**config.mk**
```make
export PLATFORM = sky130hd
export DESIGN_NAME = ir_writer
export DESIGN_NICKNAME = d
export VERILOG_FILES = /design/src/rtl/ir_writer.sv
export SDC_FILE = /design/constraint.sdc
export NUM_CORES = 1
export LEC_CHECK = 0
export ABC_AREA = 1
export BUFFER_PORTS_ARGS = -buffer_cell sky130_fd_sc_hd__buf_2
export CAP_MARGIN = 5
export CORE_ASPECT_RATIO = 1.4
export CORE_MARGIN = 2
export CORE_UTILIZATION = 60
export CTS_BUF_LIST = sky130_fd_sc_hd__clkbuf_4
export CTS_CLUSTER_DIAMETER = 200
export DETAILED_ROUTE_END_ITERATION = 6
export MAX_ROUTING_LAYER = met4
export PLACE_DENSITY = 0.84
export SYNTH_ARGS = -nofsm -noshare
export SYNTH_HDL_FRONTEND = slang
export SYNTH_SLANG_ARGS = --single-unit
```
**constraint.sdc**
```tcl
create_clock -name clk -period 2.4 [get_ports clk]
set_input_delay 0.12 -clock clk [delete_from_list [all_inputs] [get_ports clk]]
set_output_delay 0.12 -clock clk [all_outputs]
set_load 0.005 [all_outputs]
```
**src/rtl/ir_writer.sv**
```systemverilog
// Pulse-width IR transmitter: sends a start mark, a gap, then one
// width-coded mark (short = 0, long = 1) and gap per data bit, LSB first.
module ir_writer #(
    parameter int DATA_W   = 8,
    parameter int TICK_DIV = 1,
    parameter int START_W  = 14,
    parameter int ZERO_W   = 5,
    parameter int ONE_W    = 10,
    parameter int GAP_W    = 5,
    parameter int CNT_W    = 8
) (
    input  logic              clk,
    input  logic              res_n,
    input  logic              en,
    input  logic [DATA_W-1:0] data,
    output logic              rdy,
    output logic              ir,
    output logic              done
);

    localparam int PRE_W = (TICK_DIV > 1) ? $clog2(TICK_DIV) : 1;
    localparam int BIT_W = $clog2(DATA_W + 1);

    localparam logic [PRE_W-1:0] PRE_LAST   = PRE_W'(TICK_DIV - 1);
    localparam logic [CNT_W-1:0] START_LAST = CNT_W'(START_W - 1);
    localparam logic [CNT_W-1:0] ZERO_LAST  = CNT_W'(ZERO_W - 1);
    localparam logic [CNT_W-1:0] ONE_LAST   = CNT_W'(ONE_W - 1);
    localparam logic [CNT_W-1:0] GAP_LAST   = CNT_W'(GAP_W - 1);
    localparam logic [BIT_W-1:0] BIT_DONE   = BIT_W'(DATA_W);

    typedef enum logic [2:0] {
        IDLE,
        START,
        SGAP,
        MARK,
        SPACE
    } state_t;

    state_t              state_q, state_d;
    logic [PRE_W-1:0]    presc_q, presc_d;
    logic [CNT_W-1:0]    width_q, width_d;
    logic [BIT_W-1:0]    bits_q, bits_d;
    logic [DATA_W-1:0]   shift_q, shift_d;
    logic                ir_q, ir_d;
    logic                done_q, done_d;

    logic                tick;
    logic                seg_end;
    logic [CNT_W-1:0]    width_last;
    logic [BIT_W-1:0]    bits_inc;

    always_ff @(posedge clk) begin
        if (!res_n) begin
            state_q <= IDLE;
            presc_q <= '0;
            width_q <= '0;
            bits_q  <= '0;
            shift_q <= '0;
            ir_q    <= 1'b0;
            done_q  <= 1'b0;
        end else begin
            state_q <= state_d;
            presc_q <= presc_d;
            width_q <= width_d;
            bits_q  <= bits_d;
            shift_q <= shift_d;
            ir_q    <= ir_d;
            done_q  <= done_d;
        end
    end

    // Last width-counter value of the current segment; a segment ends on the
    // tick where the counter sits at this value.
    always_comb begin
        width_last = '0;
        case (state_q)
            START:       width_last = START_LAST;
            SGAP, SPACE: width_last = GAP_LAST;
            MARK:        width_last = shift_q[0] ? ONE_LAST : ZERO_LAST;
            default:     width_last = '0;
        endcase
    end

    assign tick     = (presc_q == PRE_LAST);
    assign seg_end  = tick && (width_q == width_last);
    assign bits_inc = bits_q + 1'b1;

    always_comb begin
        state_d = state_q;
        presc_d = presc_q;
        width_d = width_q;
        bits_d  = bits_q;
        shift_d = shift_q;
        done_d  = 1'b0;

        if (state_q == IDLE) begin
            // Prescaler and width counter held at zero so the frame timing is
            // fixed relative to the accept edge.
            presc_d = '0;
            width_d = '0;
            if (en) begin
                state_d = START;
                shift_d = data;
                bits_d  = '0;
            end
        end else begin
            presc_d = tick ? '0 : presc_q + 1'b1;
            if (tick) begin
                width_d = seg_end ? '0 : width_q + 1'b1;
            end
            if (seg_end) begin
                case (state_q)
                    START: state_d = SGAP;
                    SGAP:  state_d = MARK;
                    MARK:  state_d = SPACE;
                    SPACE: begin
                        shift_d = shift_q >> 1;
                        bits_d  = bits_inc;
                        if (bits_inc == BIT_DONE) begin
                            state_d = IDLE;
                            done_d  = 1'b1;
                        end else begin
                            state_d = MARK;
                        end
                    end
                    default: state_d = IDLE;
                endcase
            end
        end

        ir_d = (state_d == START) || (state_d == MARK);
    end

    assign rdy  = (state_q == IDLE);
    assign ir   = ir_q;
    assign done = done_q;

endmodule

```
### After elaboration in Yosys (flattened, before gate mapping)

Cells that the tools add are included.

| storage, ports and cells | value |
|---|---|
| register bits after elaboration | 26 |
| input port bits | 11 |
| output and inout bits | 3 |
| word-level logic and storage cells | 50 |

| cells by class | value |
|---|---|
| add/sub/neg operators | 3 |
| equality and inequality tests | 9 |
| muxes and demuxes | 17 |
| bitwise logic cells | 4 |
| reductions and logical operators | 10 |

Operator list:

| operator | number |
|---|---|
| $mux W8 | 5 |
| $mux W4 | 5 |
| $pmux W3 S4 | 1 |
| $pmux W4 S3 | 1 |
| $eq A3 B2 Y1 const B | 3 |
| $mux W3 | 3 |
| $add A8 B1 Y8 const B | 1 |
| $eq A8 B8 Y1 | 1 |
| $eq A3 B1 Y1 const B | 2 |
| $add A4 B1 Y4 const B | 1 |
| $eq A4 B4 Y1 const B | 1 |
| $not A1 Y1 | 4 |
| $reduce_bool A2 Y1 | 2 |
| $reduce_or A2 Y1 | 2 |
| $reduce_or A4 Y1 | 1 |
| $eq A3 B3 Y1 const B | 1 |
| $logic_not A3 Y1 | 1 |
| $reduce_and A3 Y1 | 1 |
| $reduce_or A3 Y1 | 1 |
| $mux W2 | 1 |
| $ne A2 B2 Y1 const B | 1 |
| $add A1 B1 Y1 const B | 1 |
| $logic_and A1 B1 Y1 | 1 |
| $logic_or A1 B1 Y1 | 1 |
| $mux W1 | 1 |

### Logic depth before layout (Yosys ltp)

| logic depth | value |
|---|---|
| word-level depth | 9 |
| gate-level depth with buffers | 11 |

### Worst setup path before layout

Ideal clock, no wire load.

| timing path | value |
|---|---|
| kind | reg-to-reg |
| start point | register state_q[1] |
| end point | register shift_q[0] |
| arrival time | 1,277 ps |
| slack | 1,012 ps |
| stages on the path, launching flop included | 12 |
| path buffers | 1 |
| period minus slack after synthesis | 1,388 ps |
| path through | dfxtp_1 -> nor2_2 -> nand2_2 -> nand2_2 -> nor2_4 -> nand2_2 -> nand2_4 -> nand4_4 -> nand2_4 -> buf_8 -> nor2_2 -> nor2_1 |

| on the way | value |
|---|---|
| word-level cells in the longest chain between the ends | 7 |

RTL lines:

| item | line | text |
|---|---|---|
| start: declaration | 39 | `state_t state_q, state_d;` |
| start signal: assignment | 62 | `state_q <= state_d;` |
| $eq A3 B3 Y1 / $eq A3 B2 Y1 (equally long branches) | 76, 112 |  |
| $reduce_or A2 Y1 | 76 | `case (state_q)` |
| $pmux W4 S3 | 76 |  |
| $eq A8 B8 Y1 | 85 | `assign seg_end = tick && (width_q == width_last);` |
| $logic_and A1 B1 Y1 | 85 |  |
| $reduce_bool A2 Y1 (no line) | -- |  |
| $reduce_and A3 Y1 (no line) | -- |  |
| end signal: assignment | 66 | `shift_q <= shift_d;` |
| end: declaration | 43 | `logic [DATA_W-1:0] shift_q, shift_d;` |

Several ways; a longest one is shown, not always the timed one.
A chain may end at the register's enable or synchronous reset.

### Final worst setup path

| timing path | value |
|---|---|
| start point | register state_q[1] |
| end point | output rdy |

| on the way | value |
|---|---|
| word-level cells in the longest chain between the ends | 1 |

RTL lines:

| item | line | text |
|---|---|---|
| $logic_not A3 Y1 | 134 | `assign rdy = (state_q == IDLE);` |
| end: declaration | 16 | `output logic rdy,` |

Every way passes these cells.

==> reports/results.ini <==
[synthesis]
synth_commonest_cells=nand2_1 (43), dfxtp_1 (26), nor2_1 (25)
synth_top_family_by_area=simple AND/OR/NAND/NOR gates
syn_area_per_cell_sq_um=7.42
yosysMostFrequentCell=nand2_1
yosys.area.top_type=dfxtp_1
yosys_warnings=0
synth-compound-area-share_pct=4.54
synth-edff-count=0
synth_fa_ha_area_share_pct=1.85
synthMuxAreaShare_pct=5.19
synth_ff_type=dfxtp_1
syn_nets=195
syn_area_sq_um=1350
seq_area_frac_synth_pct=38.5
async_reset_ff_share_pct=0
synthSimpleGateAreaFrac_pct=40.6
synth_cell_type_count=26
synth_xor_area_share_pct=2.59
post-synth-top-area-fraction_pct=38.5
synthCells=182
synth_seq_cells=26
synth_area_leaders=dfxtp_1 (39%), nand2_1 (12%), nor2_1 (6.9%)

[clocking]
cts.repair.resized=0
cts_max_level=1
postCtsSetupRepairBufs=0
insertion_delay_ns=0.33
cts_hold_buf=0
root_buffer=clkbuf_4
tritoncts=done
clkSlewWorstSetupHoldPaths_ns=0.15
cts_max_path_buffers=2
clkSinkCount=26
cts_made_buffers=3

[power_and_ir_drop]
p_per_area_nw_per_um2=647
fin_total_pwr_mw=0.956
vdd_ir_drop_max_mv=0.453
leakagePower_nw=0.651

[die]
die_y_um=60.2
core.rowCount=20
die-area_sq_um=2650
core_sq_um=2150
initial_core_util_pct=62.8
chipWidth_um=44.1
ioPinCount=14

[critical_path]
critical_path_required_ns=2.28
path_cells=nor2_2 > nand2_4 > inv_1 > buf_2
worst-path-max-fanout=8
crit_path_start_kind=flop
path_buf_inv=2
crit_arrival_ns=1.49
critPathTopFamily=flip-flops
slowest_stage=dfxtp_1
critPathCaptureType=output pin
max_stage_delay_ns=0.40
crit_type=flop to output pin

[drt]
ant_nets=0
wl_per_cell_um=12.4
first_iter_violations=43
wirelength_um=2710
dr_wl_met2_um=1460
avgViaCountPerCell=5.42
route.detailed.drc=0
vias=1186
met1_length_um=1120
met3_length_um=83
top_layer=met4
firstDrtPassIters=4

[sta]
drv_slew=0
period_share_pct=67.1
skew_ns=0.000895
max_freq_mhz=621
rsz0062_at_grt=false
final-setup-viol-count=0
final.min_clock_period_ns=1.61
setup-tns-final_ns=0
hold_violations=0

[grt]
track_usage_pct=24.0
grt_start_max_net_pins=18
grt_overflow_total=0
grt_pass1_wl_um=4640
first_global_vias=1131
antenna_found_initial=0

[status]
run_status=complete, no violations

[final_layout]
layout-drive-gt1-share_pct=19.3
diodes=0
nNetsFinal=211
num-fill-cells=189
syn_to_final_growth_pct=9.35

[run]
max-cap-violations=0

[min_path]
hold_path.class=input pin to flop

[place]
dp_hpwl_um=2070
place.gp.congestion=0.863
io_buffers=13

-- through the flow --
stage | setup slack (ns) | area (sq um) | hold WS, ns | std cells | util, %
finish | 0.789 | 1480 | 0.0424 | 219 | 68.7
global route | 0.677 | 1480 | 0.0430 | 219 | 68.7
CTS | 0.788 | 1480 | 0.0459 | 219 | 68.7
detailed placement | 0.820 | 1430 | 0.409 | 215 | 66.2
global placement | 0.870 | 1430 | 0.417 | 215 | 66.2
floorplan | 1.01 | 1350 | 0.269 | 182 | -
-- worst paths after layout --
check	startpoint	endpoint	slack (ns)	cells past startpoint
setup / recovery	state_q[1]	rdy	0.79	4
hold / removal	data[7]	shift_q[7]	0.04	3
hold reg to reg	shift_q[2]	shift_q[2]	0.51	2
setup reg to reg	state_q[1]	bits_q[2]	0.79	8
-- placed cells by master (no fill, tap or decap), types with 4 or more instances in the layout --
master	instances
buf_2	13
o21ai_0	4
nand2_1	43
a21oi_1	4
nor2_1	25
dfxtp_1	26
nor2_2	8
nand3_1	13
nand2_2	4
nand4_1	4
inv_1	17
mux2i_1	7
-- sequential cells by signal, summed over array words and instances, names as in the netlist --
register	flops
state_q	3
width_q	8
done	1
shift_q	8
presc_q	1
bits_q	4
ir	1
-- metal layers --
layer / track usage, % / vias up
met5: - / -
met4: 10.8 / 0
met3: 2.11 / 5
met2: 44.5 / 22
met1: 25.0 / 548
li1: - / 611
-- area by class of cell --
type	count	area (sq um)	area share [%]
multi-input combinational	136	744	50.4
tap	22	27.5	1.86
sequential	26	520	35.2
clock inverter	1	30.0	2.03
timing repair buffer	13	65.1	4.40
inverter	18	67.6	4.57
clock buffer	3	22.5	1.52
-- logic make-up (layout without fill, tap and decap cells) --
logic type,Yosys count,count (layout)
AO/OA/AOI/OAI,12,12
XOR/XNOR,4,4
AND/OR/NAND/NOR,110,110
flip-flops,26,26
adder cells (fa/ha/maj),2,2
other,1,1
buffers and inverters,20,35
multiplexers,7,7
-- worst register-to-register path, cell delays in order (launching register included) --
cell     delay, ns
dfxtp_1       0.46
nor2_2        0.11
nand2_4       0.14
inv_1         0.15
nor2_4        0.22
inv_1         0.12
nor3_1        0.18
nand2_1       0.08
o21ai_1       0.08
-- power by group --
part | internal, mW | switching, mW
Clock | 0.169 | 0.141
Sequential | 0.455 | 0.0168
Combinational | 0.0657 | 0.108
Note: power is estimated with default switching activity, not from simulation.
